File: src/rtl/decimal_kbd_pkg.sv
// Shared definitions for the decimal key debouncer.
// Holds FSM state encodings, key count and the one-hot helper.
package decimal_kbd_pkg;

    localparam int NUM_KEYS = 10;

    localparam logic [1:0] IDLE       = 2'd0;
    localparam logic [1:0] PRESS_DB   = 2'd1;
    localparam logic [1:0] HELD       = 2'd2;
    localparam logic [1:0] RELEASE_DB = 2'd3;

    // True when exactly one bit of v is set.
    function automatic logic is_onehot(input logic [NUM_KEYS-1:0] v);
        logic [NUM_KEYS-1:0] m;
        m = v - NUM_KEYS'(1);
        return (v != '0) && ((v & m) == '0);
    endfunction

endpackage

File: src/rtl/sync_2ff.sv
// Two-flop synchroniser for asynchronous inputs, cleared by reset.
// Ports: clk, rst (sync, active-high), d (async in), q (synchronised out).
module sync_2ff #(
    parameter int WIDTH = 1
) (
    input  logic             clk,
    input  logic             rst,
    input  logic [WIDTH-1:0] d,
    output logic [WIDTH-1:0] q
);

    logic [WIDTH-1:0] meta;

    always_ff @(posedge clk) begin
        if (rst) begin
            meta <= '0;
            q    <= '0;
        end else begin
            meta <= d;
            q    <= meta;
        end
    end

endmodule

File: src/rtl/decimal_key_debouncer.sv
// Synchronises and debounces 10 decimal key lines, checks for a single key
// and presents a held one-hot word with valid/error strobes.
// Ports: clk, rst (sync, active-high), keys (raw async keys),
//        Decimal (held one-hot key), key_valid / key_error (1-cycle pulses),
//        busy (FSM not idle).
module decimal_key_debouncer
    import decimal_kbd_pkg::*;
#(
    parameter int DEBOUNCE_CYCLES = 16
) (
    input  logic                clk,
    input  logic                rst,
    input  logic [NUM_KEYS-1:0] keys,
    output logic [NUM_KEYS-1:0] Decimal,
    output logic                key_valid,
    output logic                key_error,
    output logic                busy
);

    localparam int CNT_W = $clog2(DEBOUNCE_CYCLES + 1);
    localparam logic [CNT_W-1:0] CNT_LAST = CNT_W'(DEBOUNCE_CYCLES - 1);
    localparam logic [CNT_W-1:0] CNT_MAX  = CNT_W'(DEBOUNCE_CYCLES);
    localparam logic [CNT_W-1:0] CNT_ONE  = CNT_W'(1);

    logic [NUM_KEYS-1:0] ks;
    logic [NUM_KEYS-1:0] pat;
    logic [1:0]          state;
    logic [CNT_W-1:0]    cnt;
    logic [CNT_W-1:0]    cnt_inc;

    sync_2ff #(
        .WIDTH(NUM_KEYS)
    ) u_sync (
        .clk(clk),
        .rst(rst),
        .d  (keys),
        .q  (ks)
    );

    // Counter saturates rather than wrapping.
    assign cnt_inc = (cnt == CNT_MAX) ? cnt : cnt + CNT_ONE;
    assign busy    = (state != IDLE);

    always_ff @(posedge clk) begin
        if (rst) begin
            state     <= IDLE;
            cnt       <= '0;
            pat       <= '0;
            Decimal   <= '0;
            key_valid <= 1'b0;
            key_error <= 1'b0;
        end else begin
            key_valid <= 1'b0;
            key_error <= 1'b0;
            case (state)
                IDLE: begin
                    if (ks != '0) begin
                        pat   <= ks;
                        cnt   <= CNT_ONE;
                        state <= PRESS_DB;
                    end else begin
                        cnt <= '0;
                    end
                end
                PRESS_DB: begin
                    if (ks == '0) begin
                        cnt   <= '0;
                        state <= IDLE;
                    end else if (ks != pat) begin
                        // Pattern changed while settling: start over.
                        pat <= ks;
                        cnt <= CNT_ONE;
                    end else if (cnt == CNT_LAST) begin
                        cnt   <= '0;
                        state <= HELD;
                        if (is_onehot(pat)) begin
                            Decimal   <= pat;
                            key_valid <= 1'b1;
                        end else begin
                            key_error <= 1'b1;
                        end
                    end else begin
                        cnt <= cnt_inc;
                    end
                end
                HELD: begin
                    // Extra keys while held are ignored; only full release counts.
                    if (ks == '0) begin
                        cnt   <= CNT_ONE;
                        state <= RELEASE_DB;
                    end
                end
                RELEASE_DB: begin
                    if (ks != '0) begin
                        cnt   <= '0;
                        state <= HELD;
                    end else if (cnt == CNT_LAST) begin
                        cnt   <= '0;
                        state <= IDLE;
                    end else begin
                        cnt <= cnt_inc;
                    end
                end
                default: begin
                    cnt   <= '0;
                    state <= IDLE;
                end
            endcase
        end
    end

endmodule

File: config.mk
export PLATFORM = sky130hd
export DESIGN_NAME = decimal_key_debouncer
export DESIGN_NICKNAME = d
export VERILOG_FILES = /design/src/rtl/decimal_kbd_pkg.sv /design/src/rtl/sync_2ff.sv /design/src/rtl/decimal_key_debouncer.sv
export SDC_FILE = /design/constraint.sdc
export NUM_CORES = 1
export LEC_CHECK = 0
export ABC_AREA = 1
export BUFFER_PORTS_ARGS = -buffer_cell sky130_fd_sc_hd__buf_2
export CELL_PAD_IN_SITES_DETAIL_PLACEMENT = 1
export CELL_PAD_IN_SITES_GLOBAL_PLACEMENT = 1
export CORE_MARGIN = 3
export CORE_UTILIZATION = 35
export CTS_CLUSTER_DIAMETER = 80
export DETAILED_ROUTE_END_ITERATION = 7
export GPL_TIMING_DRIVEN = 1
export PLACE_DENSITY_LB_ADDON = 0.15
export SYNTH_ARGS = -nofsm -noshare
export SYNTH_HDL_FRONTEND = slang
export SYNTH_SLANG_ARGS = --single-unit
File: constraint.sdc
create_clock -name clk -period 2.8 [get_ports clk]
set_input_delay 0.42 -clock clk [delete_from_list [all_inputs] [get_ports clk]]
set_output_delay 0.42 -clock clk [all_outputs]
set_load 0.01 [all_outputs]
==> qor.csv, run 1 <==
stage,metric,value,unit
run_status,status,"finished, final reports clean",
worst_hold_path,HP Class,in -> reg,
worst_setup_path,critical path class,reg -> reg,
timing,setup ws final,0.624,ns
clocking,worst skew pair latency,0.32,ns
placement,pre-CTS WS,0.621,ns
timing,Max Clk Rate,0.460,GHz
synth,Synth Area in Compound Gates,4.49,%
placement,placed instance count,432,
power,Pleak,1.27,nW
detailed_routing,Final ANT Viol Nets,0,
cells_and_area,"commonest non-fill, non-tap cells in the layout","nand2_1 (74), nor2_1 (59), inv_1 (50)",
worst_hold_path,hold_sp,keys[8],
clocking,Clock Pin Slew Worst Setup and Hold Paths,0.10,ns
clocking,hold-fix buffers at CTS,0,
power,worst vdd ir,307,uV
timing,Tcrit/Tclk final,77.7,%
clocking,total setup buffers inserted after CTS,0,
synth,Syn Nets,354,
floorplanning,num rows,28,
timing,endpoints failing setup,0,
worst_setup_path,Reg2Reg Depth,9,
floorplanning,CORE AREA,6170,sq um
detailed_routing,DR vias,2061,
global_routing,wire length of the first global-routing pass,9090,um
run,Max-Cap Viols,0,
synth,largest family of logic cells by synthesized area,simple AND/OR/NAND/NOR gates,
worst_setup_path,"Req. time, crit path",3.02,ns
worst_setup_path,CP Capture Type,flop,
synth,Yosys warnings,0,
synth,mean area per synthesized cell,6.82,sq um
detailed_routing,drc violations,0,
synth,xor/xnor share of the synthesized area,2.27,%
detailed_routing,Avg WL per Cell,11.5,um
worst_hold_path,WHS Path Cells,3,
cells_and_area,Layout Nets,379,
cells_and_area,FILL cells,813,
clocking,CTS Sinks,49,
global_routing,initial antenna violation count,0,
detailed_routing,DR pass1 iterations,4,
timing,Worst Tran Pin Value,0.633,ns
synth,synthesized instance count,339,
detailed_routing,initial DRC count,72,
worst_setup_path,CP arrival,2.39,ns
floorplanning,Die X-Extent,87.3,um
synth,simple-gate portion of the synthesized area,38.1,%
worst_setup_path,crit path launch type,flop,
global_routing,grt total ovfl,0,
clocking,CTS tree,built,
floorplanning,Die Y-Extent,87.3,um
synth,Yosys cell types,31,
worst_hold_path,Hold Path End,u_sync.meta[8],
timing,Rel. slew slack,57.7,%
timing,Clock Skew,0.0103,ns
clocking,Post-CTS Resized,0,
synth,synthesized cell area,2310,sq um
global_routing,Global Route Usage Sum,15.1,%
floorplanning,die area,7620,sq um
placement,I/O Buffers,24,
timing,Max Transition Viols Final,0,
cells_and_area,register area,981,sq um
worst_setup_path,terminus of the critical flop-to-flop path,Decimal[0],
placement,Detailed Place HPWL,3890,um
synth,Yosys reg bits,49,
clocking,# H-tree levels,2,
floorplanning,initial core utilization,37.5,%
clocking,root cell of the clock tree,clkbuf_8,
synth,"Seq/Total Area, Yosys",42.4,%
clocking,total clock buffers created by CTS,5,
cells_and_area,Ant. Diodes,0,
global_routing,largest net degree at the start of global routing,32,
detailed_routing,final WL,5080,um
power,Pwr Density,600,nW/um^2
cells_and_area,Post-Layout Cell Count,440,
worst_setup_path,Crit Reg-Reg Startpoint,cnt[0],
cells_and_area,share of layout cells above drive strength 1,14.8,%
global_routing,number of global-route vias before repair,1933,
cells_and_area,area occupied by multi-input gates,1070,sq um
synth,multiplexer area fraction after synthesis,0,%
timing,RSZ-0062 raised after global routing,false,
timing,Final Hold Fails,0,
synth,Synth Area in Adders,1.62,%
timing,min cycle time layout,2.18,ns
cells_and_area,"most common cell after layout, fill and taps aside",nand2_1,
floorplanning,io pins,25,
worst_setup_path,crit-path max FO,11,
clocking,clk buf depth,2,
detailed_routing,vias per cell,4.68,
cells_and_area,area grow syn2layout,12.4,%
placement,Final GP Congestion,0.793,
timing,setup TNS,0,ns
worst_setup_path,Worst R2R Setup Slack,0.62,ns
-- power breakdown --
part           switching (mW)  internal, mW
clock                   0.270         0.187
sequential             0.0359         0.732
combinational           0.236         0.101
-- worst max-delay path: stages (launching register included) --
cell and delay [ns]:
dfxtp_1 0.41, ha_1 0.18, nand2_1 0.07, nor2_1 0.10, ha_1 0.32, inv_1 0.15
nor3_2 0.56, nand3_1 0.15, nand2_1 0.10, nor2_1 0.05
-- registers in the layout (all words and copies together) (netlist names), named ones only --
| name | count |
|---|---|
| state | 1 |
| Decimal | 10 |
| u_sync.q | 10 |
| u_sync.meta | 10 |
| key_error | 1 |
| cnt | 5 |
| pat | 10 |
| key_valid | 1 |
-- metal layers --
layer	global-route usage [%]	vias to the layer above	part of all wire [%]	routed length, um
met2	24.0	39	44	2250
met1	19.7	930	50	2520
li1	-	1088	-	-
met4	5.44	0	1.4	72
met5	0	-	0	0
met3	3.78	4	4.9	247
-- cell type report --
type / instances / area share, %
clock buffer: 5 / 2.65
clock inverter: 3 / 1.11
inverter: 59 / 8.71
multi-input combinational: 224 / 41.3
sequential: 49 / 37.7
tap: 75 / 3.61
timing repair buffer: 25 / 4.91
-- logic make-up (layout without fill, tap and decap cells) --
group                    after synthesis  count (layout)
XOR/XNOR                               6               6
adder cells (fa/ha/maj)                3               3
AO/OA/AOI/OAI                         20              20
AND/OR/NAND/NOR                      195             195
flip-flops                            49              49
buffers and inverters                 66              92
-- cells in the mapped netlist --
cell       n  area share [%]
a21oi_1   15             3.2
nand4_1    7             1.9
clkinv_1   2            0.32
inv_1     50             8.1
or2_0      1            0.27
o211ai_1   1            0.32
nand3_4    1            0.76
o21ai_0    3            0.65
nor2_1    59             9.6
or2_2      1            0.27
o22ai_1    1            0.27
clkinv_4   1            0.38
nand3_2    1            0.43
nand2_2    3            0.81
clkbuf_1   4            0.65
nand2_1   74              12
nor2_4     1            0.49
xnor2_1    3             1.1
nand2_4    1            0.49
xor2_1     3             1.1
buf_1      1            0.16
or2_1      1            0.27
inv_2      6            0.97
ha_1       3             1.6
nor2_8     1            0.87
buf_4      1            0.32
nor3_2     1            0.43
nand3_1   39             8.4
nor2_2     4             1.1
buf_2      1            0.22
dfxtp_1   49              42
-- worst max-delay path by stage --
stage / start / end / slack (ns) / depth (start not counted)
global route: cnt[1] / Decimal[8] / 0.32 / 9
floorplan: cnt[0] / Decimal[5] / 1.11 / 10
finish: cnt[0] / Decimal[0] / 0.62 / 9
detailed placement: cnt[0] / Decimal[8] / 0.62 / 9
global placement: cnt[0] / Decimal[6] / 0.72 / 9
CTS: cnt[0] / Decimal[0] / 0.60 / 9
-- per-stage QoR --
step,power [mW],hold slack (ns),utilization (%),cell area (sq um)
after global placement,1.12,0.391,40.6,2500
after detailed placement,1.12,0.395,40.6,2500
after CTS,1.59,0.288,42.2,2600
final,1.56,0.294,42.2,2600
after global routing,1.67,0.273,42.2,2600
after floorplan,1.04,0.388,-,2310
Note: power is estimated with default switching activity, not from simulation.
==> run 2: changes to the inputs <==
==> constraint.sdc (replaced) <==
create_clock -name clk -period 2.1 [get_ports clk]
set_input_delay 0.315 -clock clk [delete_from_list [all_inputs] [get_ports clk]]
set_output_delay 0.315 -clock clk [all_outputs]
set_load 0.01 [all_outputs]
==> run 2 against run 1 <==
Highest routed layer unchanged; sequential power rose by 33%; critical path depth rose by 2; sequential cell count did not move; clock power rose by 28%; largest power group unchanged; count of clock-buffer cells in the layout did not move; worst setup slack got worse by 0.39 ns; sequential share of layout area fell by 0.59 points; routed wire length rose by 2.8%; critical path type unchanged.
==> qor.csv, run 2 (synthesis results as in run 1) <==
stage,metric,value,unit
power,Pwr Density,788,nW/um^2
run,Max-Cap Viols,0,
detailed_routing,vias per cell,4.67,
cells_and_area,post-route cell area,2640,sq um
floorplanning,Die Y-Extent,87.3,um
timing,Final Hold Fails,0,
worst_setup_path,Worst path slowest cell,dfxtp_1,
timing,RSZ-0062 raised after global routing,false,
timing,Tcrit/Tclk final,89.0,%
detailed_routing,initial DRC count,45,
global_routing,met2 Usage GRT,25.3,%
floorplanning,initial core utilization,37.5,%
worst_setup_path,CP arrival,2.05,ns
cells_and_area,area grow syn2layout,14.2,%
global_routing,wire length of the first global-routing pass,9540,um
cells_and_area,Ant. Diodes,0,
clocking,CTS Sinks,49,
clocking,hold-fix buffers at CTS,0,
detailed_routing,DR vias,2076,
timing,Clock Skew,0.00382,ns
clocking,CTS tree,built,
floorplanning,die area,7620,sq um
worst_setup_path,"Buf+Inv Stages, Crit Path",2,
power,Pleak,1.30,nW
clocking,total clock buffers created by CTS,5,
placement,Detailed Place HPWL,4100,um
global_routing,GR Util met3,3.12,%
clocking,clk buf depth,2,
power,overall power,2.08,mW
cells_and_area,Layout Nets,384,
timing,endpoints failing setup,0,
timing,min cycle time layout,1.87,ns
detailed_routing,drc violations,0,
worst_setup_path,"Req. time, crit path",2.28,ns
power,worst vdd ir,375,uV
placement,pre-CTS WS,0.119,ns
worst_hold_path,WHS Path Cells,3,
worst_setup_path,critical path class,reg -> reg,
global_routing,initial antenna violation count,0,
placement,Post-DP Area,2540,sq um
cells_and_area,FILL cells,828,
timing,setup TNS,0,ns
global_routing,grt peak-use layer,met2,
timing,setup ws final,0.232,ns
worst_setup_path,Crit Reg-Reg Startpoint,pat[9],
timing,Max Transition Viols Final,0,
worst_setup_path,crit-path max FO,10,
detailed_routing,Avg WL per Cell,11.7,um
worst_setup_path,"Critical Path, Cell by Cell","inv_2, nand2_1, nand2_1, nor2_1, nand2_1, nor2_4, nand3_1, nand2_1, clkinv_1, nand3_1, a21oi_1",
worst_setup_path,Reg2Reg Depth,11,
cells_and_area,share of layout cells above drive strength 1,15.9,%
detailed_routing,final WL,5220,um
timing,final hold slack,0.204,ns
timing,Max Clk Rate,0.535,GHz
placement,Final GP Congestion,0.778,
global_routing,grt total ovfl,0,
worst_hold_path,hold_sp,keys[2],
worst_setup_path,terminus of the critical flop-to-flop path,pat[6],
detailed_routing,DR pass1 iterations,4,
global_routing,largest net degree at the start of global routing,32,
worst_setup_path,Worst R2R Setup Slack,0.23,ns
worst_hold_path,HP Class,in -> reg,
global_routing,Global Route Usage Sum,15.4,%
worst_setup_path,Worst path top cell family by delay,simple AND/OR/NAND/NOR gates,
floorplanning,Die X-Extent,87.3,um
run_status,status,"finished, final reports clean",
floorplanning,io pins,25,
worst_setup_path,Worst path most repeated cell,nand2_1,
timing,Rel. slew slack,65.1,%
clocking,root cell of the clock tree,clkbuf_8,
clocking,# H-tree levels,2,
global_routing,number of global-route vias before repair,2121,
placement,I/O Buffers,24,
cells_and_area,"most common cell after layout, fill and taps aside",nand2_1,
detailed_routing,Final ANT Viol Nets,0,
cells_and_area,"commonest non-fill, non-tap cells in the layout","nand2_1 (74), nor2_1 (59), inv_1 (50)",
clocking,worst skew pair latency,0.30,ns
cells_and_area,Post-Layout Cell Count,445,
worst_setup_path,crit path launch type,flop,
timing,Worst Tran Pin Value,0.520,ns
cells_and_area,final core utilization,42.9,%
worst_setup_path,CP Capture Type,flop,
worst_hold_path,Hold Path End,u_sync.meta[2],
floorplanning,num rows,28,
clocking,Clock Pin Slew Worst Setup and Hold Paths,0.10,ns
global_routing,GRT met1 Usage,20.7,%
placement,placed instance count,437,
floorplanning,CORE AREA,6170,sq um
worst_setup_path,largest stage delay on the critical path,0.44,ns
==> run 2: repair_timing <==
action,4_1_cts,5_1_grt
endpoints found under the setup margin,0,11
buffers inserted,0,0
resized for setup,0,1
endpoints found under the hold margin,0,0
==> run 2: layout make-up <==
type,instances,area (sq um),share of cell area [%]
Multi-Input combinational cell,224,1080,40.9
Clock buffer,5,68.8,2.60
Inverter,59,226,8.57
Sequential cell,49,981,37.1
Tap cell,75,93.8,3.55
Clock inverter,3,26.3,0.994
Timing Repair Buffer,30,165,6.25
==> run 2: worst max-delay path by stage <==
stage / from / end / cells after the start
after floorplan: cnt[0] / Decimal[5] / 10
after global placement: pat[8] / Decimal[4] / 11
after detailed placement: cnt[0] / Decimal[1] / 9
after CTS: pat[9] / Decimal[1] / 11
after global routing: pat[9] / pat[1] / 11
final: pat[9] / pat[6] / 11
==> run 2: metal layers <==
| metal | share of wire, % | vias to the layer above |
|---|---|---|
| met5 | 0 | - |
| met1 | 51 | 941 |
| met2 | 44 | 31 |
| met3 | 3.7 | 5 |
| li1 | - | 1099 |
| met4 | 0.88 | 0 |
==> run 2: worst reg2reg max path, cell delays in order, from the launching register on <==
cell      delay, ns
dfxtp_1        0.44
inv_2          0.09
nand2_1        0.07
nand2_1        0.06
nor2_1         0.11
nand2_1        0.10
nor2_4         0.14
nand3_1        0.15
nand2_1        0.10
clkinv_1       0.25
nand3_1        0.15
a21oi_1        0.08
==> run 2: power by group <==
group | switching (mW) | internal [mW]
Sequential | 0.0465 | 0.976
Clock | 0.340 | 0.243
Combinational | 0.328 | 0.150
==> run 3: changes to the inputs <==
--- a/config.mk
+++ b/config.mk
@@ -14,7 +14,9 @@
 export CTS_CLUSTER_DIAMETER = 80
 export DETAILED_ROUTE_END_ITERATION = 7
 export GPL_TIMING_DRIVEN = 1
+export HOLD_SLACK_MARGIN = 0.03
 export PLACE_DENSITY_LB_ADDON = 0.15
+export REMOVE_ABC_BUFFERS = 1
 export SYNTH_ARGS = -nofsm -noshare
 export SYNTH_HDL_FRONTEND = slang
 export SYNTH_SLANG_ARGS = --single-unit
==> run 3 against run 2 <==
Worst hold slack worse by 0.0072 ns; critical path depth shrank 1; sequential cell count stayed put; clock skew grew 0.0066 ns; die area stayed put; power shrank 0.23%; sequential share of layout area up 0.23 points; worst setup slack better by 0.030 ns; critical path type unchanged; critical endpoint is now Decimal[3]; highest routed layer unchanged.
==> qor.csv, run 3 (synthesis results as in run 1) <==
stage,metric,value,unit
placement,Post-DP Area,2520,sq um
detailed_routing,M1 wire length,2600,um
detailed_routing,initial DRC count,66,
power,Pleak,1.28,nW
clocking,CTS tree,built,
clocking,CTS Sinks,49,
timing,setup TNS,0,ns
worst_setup_path,"Buf+Inv Stages, Crit Path",2,
clocking,total setup buffers inserted after CTS,0,
global_routing,initial antenna violation count,0,
detailed_routing,DR vias,2053,
detailed_routing,drc violations,0,
worst_setup_path,CP Launch Point,cnt[0],
detailed_routing,DR pass1 iterations,4,
clocking,worst skew pair latency,0.31,ns
worst_setup_path,Crit Reg-Reg Startpoint,cnt[0],
timing,setup ws final,0.261,ns
worst_hold_path,hold_sp,keys[4],
global_routing,number of global-route vias before repair,1927,
worst_setup_path,CP Capture Type,flop,
floorplanning,Die Y-Extent,87.3,um
floorplanning,CORE AREA,6170,sq um
detailed_routing,final WL,5100,um
floorplanning,die area,7620,sq um
placement,I/O Buffers,24,
cells_and_area,Ant. Diodes,0,
global_routing,wire length of the first global-routing pass,8870,um
clocking,root cell of the clock tree,clkbuf_8,
worst_setup_path,"Req. time, crit path",2.30,ns
run_status,status,"finished, final reports clean",
detailed_routing,Final ANT Viol Nets,0,
timing,final hold slack,0.197,ns
detailed_routing,vias per cell,4.64,
worst_setup_path,crit-path max FO,11,
global_routing,grt total ovfl,0,
detailed_routing,highest routed metal layer,met4,
global_routing,largest net degree at the start of global routing,32,
worst_setup_path,"Critical Path, Cell by Cell","ha_1, nand2_1, nor2_1, ha_2, inv_1, nor3_2, buf_4, nand3_1, nand2_1, nor2_1",
cells_and_area,Post-Layout Cell Count,442,
floorplanning,num rows,28,
cells_and_area,"most common cell after layout, fill and taps aside",nand2_1,
clocking,total clock buffers created by CTS,5,
detailed_routing,met3 WL post-DR,197,um
timing,endpoints failing setup,0,
floorplanning,Die X-Extent,87.3,um
run,Max-Cap Viols,0,
placement,Detailed Place HPWL,3950,um
cells_and_area,final core utilization,42.6,%
timing,Final Hold Fails,0,
worst_setup_path,crit path launch type,flop,
detailed_routing,Avg WL per Cell,11.5,um
floorplanning,initial core utilization,37.5,%
cells_and_area,Layout Nets,381,
timing,Clock Skew,0.0104,ns
placement,pre-CTS WS,0.158,ns
timing,Worst Tran Pin Value,0.519,ns
power,Pwr Density,792,nW/um^2
clocking,clk buf depth,2,
timing,Max Transition Viols Final,0,
clocking,Clock Pin Slew Worst Setup and Hold Paths,0.10,ns
timing,RSZ-0062 raised after global routing,false,
worst_setup_path,critical path class,reg -> reg,
worst_hold_path,HP Class,in -> reg,
global_routing,Global Route Usage Sum,14.6,%
timing,Max Clk Rate,0.544,GHz
worst_setup_path,Worst path top cell family by delay,simple AND/OR/NAND/NOR gates,
cells_and_area,share of layout cells above drive strength 1,15.8,%
worst_setup_path,CP arrival,2.04,ns
worst_setup_path,largest stage delay on the critical path,0.42,ns
placement,Final GP Congestion,0.807,
worst_setup_path,Worst path slowest cell,dfxtp_1,
timing,Tcrit/Tclk final,87.5,%
clocking,# H-tree levels,2,
cells_and_area,area grow syn2layout,13.5,%
placement,placed instance count,434,
floorplanning,io pins,25,
power,overall power,2.08,mW
power,worst vdd ir,415,uV
timing,min cycle time layout,1.84,ns
cells_and_area,post-route cell area,2630,sq um
timing,Rel. slew slack,65.2,%
detailed_routing,wire length on met2,2250,um
cells_and_area,"commonest non-fill, non-tap cells in the layout","nand2_1 (74), nor2_1 (58), inv_1 (50)",
## run 3: cell types whose count changed in the layout (fill, tap and decap cells not counted)
cell,change
buf_4,-3
clkinv_4,+2
clkinv_8,+1
clkinvlp_4,-2
ha_1,-1
ha_2,+1
inv_8,-1
nor2_1,-1
nor2_2,+1
nor3_2,+1
nor3_4,-1
## run 3: tightest hold or removal path, stage by stage
cell    delay (ns)
buf_2         0.10
inv_1         0.04
nor2_1        0.03
## run 3: layer usage
layer / global-route usage (%) / vias up
met4: 4.60 / 0
met3: 3.12 / 4
met2: 23.0 / 29
met1: 19.9 / 925
met5: 0 / -
li1: - / 1095
## run 3: worst paths after layout
check             cells past startpoint        endpoint  slack [ns]
setup / recovery                     10      Decimal[3]        0.26
hold / removal                        3  u_sync.meta[4]        0.20
setup reg to reg                     10      Decimal[3]        0.26
hold reg to reg                       2     u_sync.q[3]        0.41
## run 3: cell type report
class                      instances  area (sq um)
fill                             831          3540
multi-input combinational        224          1080
inverter                          59           226
sequential                        49           981
clock inverter                     3          33.8
timing repair buffer              27           143
tap                               75          93.8
clock buffer                       5          68.8
## run 3: power breakdown
| group | switching, mW | total [mW] | internal [mW] |
|---|---|---|---|
| Clock | 0.355 | 0.603 | 0.249 |
| Combinational | 0.315 | 0.453 | 0.138 |
| Sequential | 0.0466 | 1.02 | 0.976 |
## run 3: what timing repair did
| item | 4_1_cts | 5_1_grt |
|---|---|---|
| setup endpoints to repair | 0 | 11 |
| hold buffers | 0 | 0 |
| gates resized for setup | 0 | 2 |
